$ cat src/rtl/bv4_inv_pipe.sv
// Three-stage valid/ready GF(2^4) inverter over the GF(2^4)/GF(2^2) normal basis.
// Computes a^-1 = a^4 * (a1*a0 + (a1+a0)^2*SIGMA)^-1, with per-stage bubble collapse.
module bv4_inv_pipe #(
    parameter logic [1:0] SIGMA = 2'b10
) (
    input  logic       in_clock,
    input  logic       in_reset,
    input  logic       in_flush,
    input  logic       in_valid,
    output logic       in_ready,
    input  logic [3:0] in_a,
    output logic       out_valid,
    input  logic       out_ready,
    output logic [3:0] out_b
);

    function automatic logic [1:0] gf4_mul(input logic [1:0] x, input logic [1:0] y);
        logic e;
        e = (x[1] ^ x[0]) & (y[1] ^ y[0]);
        return {(x[1] & y[1]) ^ e, (x[0] & y[0]) ^ e};
    endfunction

    // Squaring and inversion in GF(2^2) normal basis are the same bit swap.
    function automatic logic [1:0] gf4_sq(input logic [1:0] x);
        return {x[0], x[1]};
    endfunction

    logic       r_v1, r_v2, r_v3;
    logic [3:0] r_s1_conj, r_s2_conj, r_s3_b;
    logic [1:0] r_s1_n, r_s2_t;

    logic       w_s1_ld, w_s2_ld, w_s3_ld;
    logic [1:0] w_n;

    // Load permissions resolve from the output end so a stage behind a bubble still advances.
    assign w_s3_ld = !r_v3 || out_ready;
    assign w_s2_ld = !r_v2 || w_s3_ld;
    assign w_s1_ld = !r_v1 || w_s2_ld;

    assign w_n = gf4_mul(in_a[3:2], in_a[1:0])
               ^ gf4_mul(gf4_sq(in_a[3:2] ^ in_a[1:0]), SIGMA);

    assign in_ready  = w_s1_ld;
    assign out_valid = r_v3;
    assign out_b     = r_s3_b;

    always_ff @(posedge in_clock) begin
        if (in_reset || in_flush) begin
            r_v1 <= 1'b0;
            r_v2 <= 1'b0;
            r_v3 <= 1'b0;
        end else begin
            if (w_s1_ld) r_v1 <= in_valid;
            if (w_s2_ld) r_v2 <= r_v1;
            if (w_s3_ld) r_v3 <= r_v2;
        end
    end

    // NOTE: data registers have no reset; the valid bits alone decide whether their contents matter.
    always_ff @(posedge in_clock) begin
        if (w_s1_ld && in_valid) begin
            r_s1_conj <= {in_a[1:0], in_a[3:2]};
            r_s1_n    <= w_n;
        end
        if (w_s2_ld && r_v1) begin
            r_s2_conj <= r_s1_conj;
            r_s2_t    <= gf4_sq(r_s1_n);
        end
        if (w_s3_ld && r_v2) begin
            r_s3_b <= {gf4_mul(r_s2_conj[3:2], r_s2_t), gf4_mul(r_s2_conj[1:0], r_s2_t)};
        end
    end

endmodule

$ cat config.mk
export PLATFORM = sky130hd
export DESIGN_NAME = bv4_inv_pipe
export DESIGN_NICKNAME = d
export VERILOG_FILES = /design/src/rtl/bv4_inv_pipe.sv
export SDC_FILE = /design/constraint.sdc
export NUM_CORES = 1
export LEC_CHECK = 0
export BUFFER_PORTS_ARGS = -buffer_cell sky130_fd_sc_hd__buf_2
export CORE_UTILIZATION = 45
export CTS_CLUSTER_DIAMETER = 40
export DETAILED_ROUTE_END_ITERATION = 12
export PLACE_DENSITY = 0.72
export SLEW_MARGIN = 10
export SYNTH_ARGS = -nofsm -noshare
export SYNTH_HDL_FRONTEND = slang
export SYNTH_SLANG_ARGS = --single-unit
$ cat constraint.sdc
create_clock -name in_clock -period 2.4 [get_ports in_clock]
set_input_delay 0.12 -clock in_clock [delete_from_list [all_inputs] [get_ports in_clock]]
set_output_delay 0.12 -clock in_clock [all_outputs]
set_load 0.01 [all_outputs]
==> results.py <==
metrics = {
    "run_status": {
        "status": "complete, no violations",
    },
    "synth": {
        "synthCells": 56,
        "synth_nets": 67,
        "synth_seq_cells": 19,
        "synth_top_area_frac": 0.571,
        "yosysTopAreaCell": "edfxtp_1",
        "synth-seq-area-share": 0.642,
        "ys_types": 23,
        "yosys-top-cells-area": "edfxtp_1 57%, dfxtp_1 7.1%, xnor2_1 4.2%",
        "yosys_warnings": 0,
        "syn_avg_cell_area_um2": 15.0,
        "synth_area_um2": 842,
    },
    "final_layout": {
        "final_cell_mix": "16 x edfxtp_1, 14 x buf_2, 4 x xnor2_1",
        "antenna_cells": 0,
        "drive_above_1_share": 0.311,
        "fill_cells": 152,
        "final_common_cell": "edfxtp_1",
        "nets": 86,
        "syn_to_final_growth_pct": 16.5,
        "fin_util": 0.562,
    },
    "grt": {
        "grt_pass1_vias": 438,
        "grt_pass1_wl_um": 1600,
        "grt_max_degree": 12,
        "antenna_found_initial": 0,
        "track_usage": 0.120,
        "grt_overflow": 0,
    },
    "placed_design": {
        "port_buffers": 14,
        "dpl.hpwl_um": 813,
        "place_congestion": 0.751,
    },
    "critical_path": {
        "max_stage_delay_ns": 0.60,
        "worstPathCellList": "nor2b_1 -> a21boi_0",
        "startpoint_type": "flop",
        "arrival_ns": 1.38,
        "worstPathRequired_ns": 2.33,
        "startpoint": "out_valid$_SDFFE_PP0P_",
        "crit_path_top_delay_cell": "a21boi_0",
        "ff2ff_path_depth": 2,
        "crit_fanout": 6,
        "endpoint_kind": "flop",
        "reg2reg_slack_ns": 0.95,
        "worstSetupPathType": "flop to flop",
        "rr_startpoint": "out_valid$_SDFFE_PP0P_",
    },
    "drt": {
        "drtPass1Iterations": 4,
        "drtIter0Drc": 3,
        "ant_nets": 0,
        "wl_per_cell_um": 10.8,
        "drc": 0,
        "drt_wl_total_um": 1070,
        "vias": 477,
        "vias_per_cell": 4.82,
    },
    "timing": {
        "slew_viol_final": 0,
        "fin_skew_ns": 0.00563,
        "finalCritPeriodShare": 0.606,
        "finalSetupViolCount": 0,
        "worstMarginPinSlew_ns": 0.712,
        "finalSetupTns_ns": 0,
        "slew_headroom": 0.521,
        "hold_viol_final": 0,
        "period_needed_ns": 1.45,
        "fmax_ghz": 0.688,
        "rsz0062_at_grt": "no",
    },
    "floorplan": {
        "num_io_pins": 15,
        "die_h_um": 45.3,
        "die_x_um": 45.3,
        "rows": 15,
        "fp.dieArea_um2": 2050,
        "start_util": 0.482,
        "core-area_um2": 1750,
    },
    "min_path": {
        "hp-start": "in_a[0]",
        "min_path_cells": 1,
        "hp-class": "input port to flop",
    },
    "cts": {
        "clock_path_buffers": 2,
        "numCtsBuffers": 3,
        "clk-insertion-delay-late_ns": 0.29,
        "cts_max_level": 1,
        "cts.sinks": 19,
        "root_buffer": "clkbuf_4",
        "path_clk_slew_ns": 0.10,
        "cts_tree": "yes",
    },
    "pwr": {
        "power.leakage_nw": 0.373,
        "ir_drop_v": 0.000382,
        "power_density_nw_per_um2": 607,
    },
    "flow_run": {
        "max-cap-violations": 0,
    },
}
[cell usage after synthesis]
master and n:
mux2i_1 1, nor2_2 1, and2_1 1, nor2b_1 3
nand2_1 1, a21boi_0 1, a31oi_1 1, a32o_1 1
xnor3_1 1, nand2b_1 3, nor2_1 2, buf_2 2
dfxtp_1 3, nand3_1 1, ha_1 2, edfxtp_1 16
xnor2_1 4, mux2_2 3, xor3_4 1, a21oi_1 1
nor3_1 3, a22o_1 2, o21ai_0 2
[report_power, final]
part	leakage [nW]	switching, mW	internal (mW)
Combinational	0.178	0.0217	0.0367
Clock	0.0177	0.0896	0.0618
Sequential	0.177	0.00622	0.379
[stage by stage]
stage          hold WS [ns]  instances  instance area (um2)  setup slack [ns]  power [mW]
2_1_floorplan         0.197         56                  842             0.992       0.432
3_3_place_gp          0.314         93                  933             0.947       0.447
3_5_place_dp          0.318         93                  933             0.941       0.449
4_1_cts            0.000317         98                  971             0.934       0.605
5_1_grt              0.0336         99                  981             0.814       0.623
6_report             0.0447         99                  981             0.946       0.595
[what timing repair did]
action | CTS | global route
setup buffers | 0 | 0
resized for setup | 0 | 0
endpoints found under the hold margin | 1 | 1
hold buffers | 1 | 1
[logic make-up (layout without fill, tap and decap cells)]
family,after synthesis,count (layout),synth area share
DFF,19,19,0.642
and+or+nand+nor,15,15,0.0966
AOI/OAI and AO/OA,8,8,0.0669
xor gates and xnor gates,6,6,0.101
muxes,4,4,0.0520
adders and majority gates,2,2,0.0297
buffers and inverters,2,20,0.0119
[registers in the layout (all words and copies together) (netlist names)]
register	count
r_v1	1
r_s1_conj	4
r_s2_t	2
r_s1_n	2
r_s2_conj	4
r_v2	1
out_b	4
out_valid	1
[layer usage]
layer / GRT usage / vias to the layer above / wire length, um
li1: - / 246 / -
met1: 0.103 / 220 / 421
met2: 0.217 / 9 / 588
met3: 0.0240 / 2 / 36
met4: 0.127 / 0 / 24
met5: 0 / - / 0
[final cells by class]
type	instances	area, um2	share of cell area
sequential	19	541	0.551
multi-input combinational	35	292	0.297
timing repair buffer	16	90.1	0.0918
tap	25	31.3	0.0319
clock buffer	3	22.5	0.0230
clock inverter	1	5.00	0.00510
[final timing paths]
| kind | endpoint |
|---|---|
| setup / recovery | r_s2_conj[1]$_DFFE_PP_ |
| hold / removal | r_s1_conj[2]$_DFFE_PP_ |
| hold reg to reg | r_s2_t[0]$_DFFE_PP_ |
| setup reg to reg | r_s2_conj[1]$_DFFE_PP_ |
[worst max-delay path, delay by kind of cell (launching register included)]
| kind | cells | cell delay [ns] |
|---|---|---|
| AO/OA/AOI/OAI | 1 | 0.60 |
| flip-flops | 1 | 0.32 |
| AND/OR/NAND/NOR | 1 | 0.17 |
No activity file was read; power rests on OpenSTA's default activity.
